### src/rtl/watch_mode_controller.sv
// Mode/run-state sequencer between debounced buttons and the timer/stopwatch cores.
// Optional lap-freeze behaviour is compiled in when WATCH_LAP_EN is defined.
module watch_mode_controller #(
  parameter int ALARM_CYCLES = 100_000_000
) (
  input  logic       clk,
  input  logic       rst,
  input  logic       mode_btn,
  input  logic       start,
  input  logic       stop,
  input  logic       softrst,
  input  logic       inc_min,
  input  logic       inc_sec,
  input  logic       tmr_zero,
  output logic       tmr_start,
  output logic       tmr_stop,
  output logic       tmr_reset,
  output logic       tmr_inc_min,
  output logic       tmr_inc_sec,
  output logic       sw_start,
  output logic       sw_stop,
  output logic       sw_reset,
  output logic       mode,
  output logic       running,
  output logic       alarm,
  output logic       sw_freeze,
  output logic [2:0] state
);

  localparam int CW = $clog2(ALARM_CYCLES + 1);

  typedef enum logic [2:0] {
    TMR_IDLE  = 3'd0,
    TMR_RUN   = 3'd1,
    TMR_ALARM = 3'd2,
    SW_IDLE   = 3'd3,
    SW_RUN    = 3'd4,
    SW_LAP    = 3'd5
  } state_t;

  typedef enum logic [2:0] {
    EV_NONE, EV_SOFTRST, EV_STOP, EV_START, EV_MODE, EV_INC_MIN, EV_INC_SEC
  } ev_t;

  typedef struct packed {
    logic tmr_start;
    logic tmr_stop;
    logic tmr_reset;
    logic tmr_inc_min;
    logic tmr_inc_sec;
    logic sw_start;
    logic sw_stop;
    logic sw_reset;
  } cmd_t;

  logic [5:0]    lvl, prev_q, rise;
  ev_t           ev;
  state_t        state_q, state_d;
  logic [CW-1:0] cnt_q, cnt_d;
  cmd_t          cmd_q, cmd_d;
  logic          mode_q, running_q, alarm_q;

  assign lvl  = {softrst, stop, start, mode_btn, inc_min, inc_sec};
  assign rise = lvl & ~prev_q;

  // Only the highest-priority rising edge acts; the rest are discarded this cycle.
  always_comb begin
    ev = EV_NONE;
    if      (rise[5]) ev = EV_SOFTRST;
    else if (rise[4]) ev = EV_STOP;
    else if (rise[3]) ev = EV_START;
    else if (rise[2]) ev = EV_MODE;
    else if (rise[1]) ev = EV_INC_MIN;
    else if (rise[0]) ev = EV_INC_SEC;
  end

  // NOTE: every signal driven here gets a default first so no latch is inferred.
  always_comb begin
    state_d = state_q;
    cnt_d   = cnt_q;
    cmd_d   = '0;
    case (state_q)
      TMR_IDLE: begin
        case (ev)
          EV_START:   if (!tmr_zero) begin cmd_d.tmr_start = 1'b1; state_d = TMR_RUN; end
          EV_SOFTRST: cmd_d.tmr_reset   = 1'b1;
          EV_INC_MIN: cmd_d.tmr_inc_min = 1'b1;
          EV_INC_SEC: cmd_d.tmr_inc_sec = 1'b1;
          EV_MODE:    state_d = SW_IDLE;
          default: ;
        endcase
      end
      TMR_RUN: begin
        // Expiry outranks any button so the core is always stopped at 00:00.
        if (tmr_zero) begin
          cmd_d.tmr_stop = 1'b1;
          cnt_d          = CW'(ALARM_CYCLES);
          state_d        = TMR_ALARM;
        end else if (ev == EV_STOP) begin
          cmd_d.tmr_stop = 1'b1;
          state_d        = TMR_IDLE;
        end else if (ev == EV_SOFTRST) begin
          cmd_d.tmr_reset = 1'b1;
          cmd_d.tmr_stop  = 1'b1;
          state_d         = TMR_IDLE;
        end
      end
      TMR_ALARM: begin
        if (ev != EV_NONE || cnt_q <= CW'(1)) begin
          cnt_d   = '0;
          state_d = TMR_IDLE;
        end else begin
          cnt_d = cnt_q - CW'(1);
        end
      end
      SW_IDLE: begin
        case (ev)
          EV_START:   begin cmd_d.sw_start = 1'b1; state_d = SW_RUN; end
          EV_SOFTRST: cmd_d.sw_reset = 1'b1;
          EV_MODE:    state_d = TMR_IDLE;
          default: ;
        endcase
      end
      SW_RUN: begin
        case (ev)
          EV_STOP:    begin cmd_d.sw_stop = 1'b1; state_d = SW_IDLE; end
          EV_SOFTRST: begin cmd_d.sw_reset = 1'b1; cmd_d.sw_stop = 1'b1; state_d = SW_IDLE; end
`ifdef WATCH_LAP_EN
          EV_START:   state_d = SW_LAP;
`endif
          default: ;
        endcase
      end
`ifdef WATCH_LAP_EN
      SW_LAP: begin
        case (ev)
          EV_START:   state_d = SW_RUN;
          EV_STOP:    begin cmd_d.sw_stop = 1'b1; state_d = SW_IDLE; end
          EV_SOFTRST: begin cmd_d.sw_reset = 1'b1; cmd_d.sw_stop = 1'b1; state_d = SW_IDLE; end
          default: ;
        endcase
      end
`endif
      default: state_d = TMR_IDLE;
    endcase
  end

  // NOTE: sequential state uses non-blocking assignments only.
  // prev resets high so a button held through reset cannot fire on release.
  always_ff @(posedge clk or posedge rst) begin
    if (rst) begin
      prev_q    <= '1;
      state_q   <= TMR_IDLE;
      cnt_q     <= '0;
      cmd_q     <= '0;
      mode_q    <= 1'b0;
      running_q <= 1'b0;
      alarm_q   <= 1'b0;
    end else begin
      prev_q    <= lvl;
      state_q   <= state_d;
      cnt_q     <= cnt_d;
      cmd_q     <= cmd_d;
      mode_q    <= (state_d == SW_IDLE) || (state_d == SW_RUN) || (state_d == SW_LAP);
      running_q <= (state_d == TMR_RUN) || (state_d == SW_RUN) || (state_d == SW_LAP);
      alarm_q   <= (state_d == TMR_ALARM);
    end
  end

`ifdef WATCH_LAP_EN
  logic freeze_q;
  always_ff @(posedge clk or posedge rst) begin
    if (rst) freeze_q <= 1'b0;
    else     freeze_q <= (state_d == SW_LAP);
  end
  assign sw_freeze = freeze_q;
`else
  assign sw_freeze = 1'b0;
`endif

  assign tmr_start   = cmd_q.tmr_start;
  assign tmr_stop    = cmd_q.tmr_stop;
  assign tmr_reset   = cmd_q.tmr_reset;
  assign tmr_inc_min = cmd_q.tmr_inc_min;
  assign tmr_inc_sec = cmd_q.tmr_inc_sec;
  assign sw_start    = cmd_q.sw_start;
  assign sw_stop     = cmd_q.sw_stop;
  assign sw_reset    = cmd_q.sw_reset;
  assign mode        = mode_q;
  assign running     = running_q;
  assign alarm       = alarm_q;
  assign state       = state_q;

endmodule
### config.mk
export PLATFORM = sky130hd
export DESIGN_NAME = watch_mode_controller
export DESIGN_NICKNAME = d
export VERILOG_FILES = /design/src/rtl/watch_mode_controller.sv
export SDC_FILE = /design/constraint.sdc
export NUM_CORES = 1
export LEC_CHECK = 0
export CORE_MARGIN = 2
export CORE_UTILIZATION = 55
export CTS_CLUSTER_SIZE = 25
export DETAILED_ROUTE_END_ITERATION = 16
export DONT_BUFFER_PORTS = 1
export GPL_ROUTABILITY_DRIVEN = 0
export PLACE_DENSITY = 0.72
export SYNTH_ARGS = -nofsm -noshare
export SYNTH_HDL_FRONTEND = slang
export SYNTH_SLANG_ARGS = --single-unit
### constraint.sdc
create_clock -name clk -period 4.2 [get_ports clk]
set_input_delay 0.63 -clock clk [delete_from_list [all_inputs] [get_ports clk]]
set_output_delay 0.63 -clock clk [all_outputs]
set_load 0.005 [all_outputs]
After elaboration in Yosys (flattened, before gate mapping)

Cells that the tools add are included.

Register bits after elaboration: 47
Bits of input ports: 9
Output and inout port bits: 15
Word-level logic and storage cells: 82

$add $sub $neg: 1
$lt $le $gt $ge: 1
Eq/ne operators: 16
Multiplexer cells: 37
Bitwise operators: 2
Reduce and logical (&&, ||, !) cells: 11

Operator list:

| kind                    | number |
|---|---|
| $mux W27                | 2 |
| $pmux W27 S2            | 1 |
| $mux W3                 | 12 |
| $le A27 B1 Y1 const B   | 1 |
| $sub A27 B1 Y27 const B | 1 |
| $eq A3 B2 Y1 const B    | 6 |
| $eq A3 B3 Y1 const B    | 6 |
| $mux W1                 | 16 |
| $pmux W3 S5             | 1 |
| $pmux W3 S2             | 2 |
| $eq A3 B1 Y1 const B    | 3 |
| $and A6 B6 Y6           | 1 |
| $not A6 Y6              | 1 |
| $logic_or A1 B1 Y1      | 5 |
| $mux W2                 | 2 |
| $reduce_or A2 Y1        | 2 |
| $logic_not A3 Y1        | 1 |
| $reduce_bool A3 Y1      | 1 |
| $ne A2 B2 Y1 const B    | 1 |
| $pmux W1 S2             | 1 |
| $reduce_and A2 Y1       | 1 |
| $reduce_bool A2 Y1      | 1 |

Depth between registers and ports, before layout

Gate-level depths: netlist of the first run.

Depth in word-level cells: 16
Depth in mapped cells: 8
Gate-level depth less buffers: 8

Worst setup path before layout of the first run

Ideal clock, no wire load.

Kind: reg-to-reg
Start: register cnt_q[15]
End: register cnt_q[4]
Arrival: 2.375 ns
Setup slack: 1.695 ns
Stages on the path, launching flop included: 9
Period minus slack after synthesis: 2.505 ns
Cells stage by stage: dfrtp_1 or4_4 or3_1 clkbuf_2 or3_4 and3_4 buf_6 a31oi_4 o31ai_1

Word-level cells in the longest chain between the ends: 4

RTL lines:

| item                   | RTL line | text |
|---|---|---|
| start, declared        | 59       | `logic [CW-1:0] cnt_q, cnt_d;` |
| start signal, assigned | 162      | `cnt_q <= cnt_d;` |
| $le A27 B1 Y1          | 109      | `if (ev != EV_NONE \|\| cnt_q <= CW'(1)) begin` |
| $logic_or A1 B1 Y1     | 109      |  |
| $mux W27               | 109      |  |
| $pmux W27 S2           | 82       | `case (state_q)` |

Every way passes these cells.
A chain may end at the register's enable or synchronous reset.

Final worst setup path of the first run

Start: register cnt_q[4]
End: register cnt_q[16]

Word-level cells in the longest chain between the ends: 4
Elaborated cells between the ends (all ways): 5

RTL lines:

| item               | RTL line |
|---|---|
| $le A27 B1 Y1      | 109 |
| $logic_or A1 B1 Y1 | 109 |
| $mux W27 (*)       | 109 |
| $pmux W27 S2 (*)   | 82 |

Mark *: on every way between the ends. The rest lies on a longest branch, timed or not.

==> run metrics, run 1 <==
outcome finished, final reports clean; fin crit period 2.94 ns; total iterations of the first detailed-routing run 5; die width 71.0 um; PostCTS Resize Cnt 0; Setup-failing EPs final 0; peak fanout along the critical path 24; Buf/Inv on CP 0; Post-synth EDFFs 0; CTS Sinks 47; Post-CTS Setup Bufs 0; DP Area between 2000 and 2500 um2; Max stage delay on crit path 0.81 ns; register area share after synthesis 47.9%; Vias 1,997; Worst setup EP type flip-flop; core area 4320 um2; post-route ant nets 0; Via density 6.46; kind of critical path flip-flop to flip-flop; area leader, netlist dfrtp_1; peak supply drop roughly 0.5 mV; initial antenna violation count 0; worst endpoint required time 4.40 ns; worst path cell trace nor4_1 > nand3_1 > or3_4 > nand3_2 > o21ai_1 > a221o_1; Post-Route WL 5320 um; largest net degree at the start of global routing 48; CTS tree done; Power Density 719 nW/um2; routed length per instance 17.2 um; crit start category flip-flop; worst slew pin tran 0.966 ns; Clock Path Buffers 2; top_reg_cell synth dfrtp_1; Netlist cell types 58; P&R area growth vs syn 3.95%; design area 2570 um2; Yosys top cell area share approximately two fifths; commonest non-fill, non-tap cell in the layout dfrtp_1; Initial Utilization a little under three fifths; Post-Syn Area 2470 um2; Num CTS Buffers 5; Die ar. 5040 um2; Final period util 69.9%; skew final 0.00854 ns; clk root buf clkbuf_8; Final nets 267; post-synthesis net count 272; Leak Pwr 1.10 nW; most frequent cells in the layout dfrtp_1 (41), nor2_1 (23), nand2_1 (18); vias in the first global route approximately 1,900; first-pass GRT wire length 9230 um; Fin Hold WS 0.309 ns; CTS H-tree depth 2; I/O pins 24; Die H about 71 um; CTS hold repair buffers 0; synthesized netlist cell count ~260; clk slew on worst S/H paths 0.09 ns; CP top delay family simple AND/OR/NAND/NOR gates; 1st-iter DRT viols roughly 130; FP Rows 24; Slowest-stage cell, CP nor4_1; yosys warns 0; ranking of synthesized cells by area dfrtp_1 (42%), dfstp_2 (6.4%), nor2_1 (3.5%); Critical Path AT 3.14 ns; Buffers on Ports 0; setup TNS 0 ns; Hold Fails Final Rpt 0; Post-route DRC 0; synthesized area per cell 9.46 um2; f_max ~340 MHz; ANT cells 0; Clock Latency Late Sink 0.31 ns; max-slew violations 0; Yosys reg bits 47; relative slew slack a little over a third; layout cell share with drive strength beyond 1 roughly a tenth; Hold Path Class input port to flip-flop; Max-Cap Viols 0; GRT overflow 0; hpwl dp 3640 um; RSZ-0062 raised after global routing no; overall global routing resource usage 23.1%; asr flop ratio synth 100%
## stage by stage
stage / setup slack (ns) / std cells / utilization, % / power (W)
after floorplan: 1.69 / 261 / - / 0.00136
after global placement: 1.32 / 301 / 57.1 / 0.00154
after detailed placement: 1.26 / 301 / 57.1 / 0.00155
after CTS: 1.27 / 309 / 59.3 / 0.00185
after global routing: 0.981 / 309 / 59.3 / 0.00200
final: 1.26 / 309 / 59.3 / 0.00184
## synthesized netlist by cell type, types with 6 or more instances
cell and number:
inv_1 8, nor3_1 11, nand2_1 18, o21ai_0 15, nor2_1 23, dfrtp_1 41, nor4_1 6, nor2b_1 6
a21o_1 6, nand2b_1 6, a21oi_1 16, clkbuf_1 7, or3_1 9, dfstp_2 6, nand3_1 11
## area by class of cell
class	count	area, um2
Fill cell	388	1760
Multi-Input combinational cell	194	1190
Sequential cell	47	1180
Clock buffer	6	82.6
Tap cell	52	65.1
Inverter	8	30.0
Clock inverter	2	16.3
## routing by layer
metal	global-route usage, %	wire (um)	part of all wire, %
met2	36.4	2400	45
met5	0	0	0
met1	32.6	2560	48
met4	6.71	88	1.7
met3	4.56	264	5.0
## power by group
group / internal (W) / switching [W] / total, W
sequential: 0.000578 / 0.000153 / 0.000730
clock: 0.000135 / 0.000160 / 0.000294
combinational: 0.000305 / 0.000516 / 0.000821
total: 0.00102 / 0.000828 / 0.00184
## final timing paths
check / start / end / slack, ns / cells after the start
min in group asynchronous: rst / cnt_q[0] / 0.42 / 1
worst min register to register: cnt_q[26] / cnt_q[26] / 0.52 / 1
worst max register to register: cnt_q[4] / cnt_q[16] / 1.26 / 6
worst max-delay path: cnt_q[4] / cnt_q[16] / 1.26 / 6
max in group asynchronous: rst / cnt_q[17] / 3.19 / 1
worst min-delay path: mode_btn / prev_q[2] / 0.31 / 0
## registers in the layout (all words and copies together), names as in the netlist
register     cells
alarm            1
cnt_q           27
mode             1
prev_q           6
running          1
state            3
sw_reset         1
sw_start         1
sw_stop          1
tmr_inc_min      1
tmr_inc_sec      1
tmr_reset        1
tmr_start        1
tmr_stop         1
## kinds of logic after synthesis
kind of cell | Yosys count | share of synthesized area (%)
and+or+nand+nor | 120 | 27.6
AOI/OAI and AO/OA | 69 | 18.7
DFF | 47 | 47.9
buffers and inverters | 20 | 3.90
xor gates and xnor gates | 2 | 0.710
adders and majority gates | 2 | 1.01
other | 1 | 0.152
(Power assumes the default switching activity.)
==> run 2: changes to the inputs <==
--- a/config.mk
+++ b/config.mk
@@ -11,7 +11,7 @@
 export DETAILED_ROUTE_END_ITERATION = 16
 export DONT_BUFFER_PORTS = 1
 export GPL_ROUTABILITY_DRIVEN = 0
-export PLACE_DENSITY = 0.72
+export PLACE_DENSITY = 0.75
 export SYNTH_ARGS = -nofsm -noshare
 export SYNTH_HDL_FRONTEND = slang
 export SYNTH_SLANG_ARGS = --single-unit
==> constraint.sdc (replaced) <==
create_clock -name clk -period 2.6 [get_ports clk]
set_input_delay 0.39 -clock clk [delete_from_list [all_inputs] [get_ports clk]]
set_output_delay 0.39 -clock clk [all_outputs]
set_load 0.005 [all_outputs]
==> run 2 against run 1 <==
Compared with the run above:
- critical path depth decreased by 1
- clock power increased by 89%
- die area unchanged
- non-clock buffer count increased by 29
- highest routed layer unchanged
- clock-buffer cell count decreased by 1
- setup slack got worse by 1.2 ns
- via count increased by 6.4%
==> run metrics, run 2 (synthesis gave the netlist of run 1 again) <==
largest net degree at the start of global routing 48; R2R Path End cnt_q[16]; skew final 0.0108 ns; most frequent cells in the layout dfrtp_1 (41), buf_4 (28), nor2_1 (23); I/O pins 24; CTS hold repair buffers 0; Final period util 98.5%; r2r worst-path depth 5; clk slew on worst S/H paths 0.10 ns; fin crit period 2.56 ns; max-slew violations 0; highest routed layer met4; 1st-iter DRT viols 166; clk root buf clkbuf_8; register area roughly 1200 um2; f_max slightly below 400 MHz; final core utilization about two thirds; Worst setup EP type flip-flop; Hold Fails Final Rpt 0; Clock Path Buffers 2; first-pass GRT wire length 9430 um; worst slew pin tran 0.972 ns; ANT cells 0; Buffers on Ports 0; Largest Register cnt_q; crit start category flip-flop; Clock Latency Late Sink 0.31 ns; met1 wire length 2530 um; DR WL met2 2650 um; peak supply drop around 0.8 mV; overall global routing resource usage between 20% and 30%; hold path startpoint start; Hold Path Class input port to flip-flop; Initial Utilization 57.1%; die width 71.0 um; GRT overflow 0; Endpoint, Worst Hold prev_q[3]; layout cell share with drive strength beyond 1 19.6%; routed length per instance 16.5 um; setup TNS 0 ns; Via density 6.28; relative slew slack 34.9%; commonest non-fill, non-tap cell in the layout dfrtp_1; worst r2r src cnt_q[24]; number of fill cells approximately 360; kind of critical path flip-flop to flip-flop; RSZ-0062 raised after global routing yes; r2r setup slk 0.04 ns; Post-route DRC 0; Critical Path AT 2.75 ns; max reg flops 27; total iterations of the first detailed-routing run 4; Cell Count, Final, Fillers Out 338; worst endpoint required time 2.79 ns; post-route ant nets 0; Min-Delay Path Depth 0; Max-Cap Viols 0; CTS Sinks 47; initial antenna violation count 0; outcome finished, final reports clean; CTS tree done; crit path launch cnt_q[24]; Die H 71.0 um; FP Rows 24; Setup WS post-layout 0.0384 ns; Vias between 2,000 and 2,500; Leak Pwr 1.25 nW; Post-Route WL 5590 um; pre-CTS WS -0.00452 ns; hpwl dp 3970 um; vias in the first global route between 1,500 and 2,000; core area between 4000 and 5000 um2; Final nets around 300; Num CTS Buffers 5; CTS H-tree depth 2; Setup-failing EPs final 0; multi-input gate area in the final layout between 1000 and 1500 um2; met3 routed WL 360 um; P&R area growth vs syn 13.9%; Die ar. 5040 um2; peak fanout along the critical path 12; Power Density between 1000 and 1500 nW/um2; DP Cell Count 330
[run 2: routing by layer]
| layer | GRT usage (%) | up-vias |
|---|---|---|
| li1 | - | 1020 |
| met1 | 32.8 | 1029 |
| met2 | 35.9 | 70 |
| met3 | 6.41 | 5 |
| met4 | 6.92 | 0 |
| met5 | 0 | - |
[run 2: worst max-delay path, cell delays in order, from the launching register on]
cell     delay, ns
dfrtp_1       0.39
or4_4         0.54
or4b_4        0.55
or3_4         0.41
and3_4        0.24
a221o_1       0.32
[run 2: worst max-delay path by stage]
stage                      endpoint  cells after the start
after floorplan            cnt_q[4]                      8
after global routing      cnt_q[23]                      6
after CTS                 cnt_q[16]                      5
after detailed placement   cnt_q[3]                      7
after global placement     cnt_q[3]                      7
final                     cnt_q[16]                      5
[run 2: repair_timing]
action	in CTS	in global routing
buffers inserted	0	0
gates resized for setup	1	1
setup endpoints to repair	2	8
[run 2: cell type report]
type	count	share of cell area [%]
multi-input cells	194	42.5
flip-flops and latches	47	42.1
repair buffers	29	7.87
clock buffers	5	2.45
well taps	52	2.31
clock inverters	3	1.69
inverters	8	1.07
[run 2: where the power goes]
part	switching (W)	internal, W	total, W
sequential	0.000195	0.000933	0.00113
combinational	0.000959	0.000684	0.00164
clock	0.000264	0.000292	0.000555
[run 2: stage by stage]
step                      hold slack, ns  area [um2]  power (W)
final                             0.0660        2810    0.00333
after CTS                         0.0609        2810    0.00331
after detailed placement           0.395        2690    0.00275
after floorplan                    0.394        2470    0.00219
after global routing              0.0514        2810    0.00357
after global placement             0.395        2690    0.00272
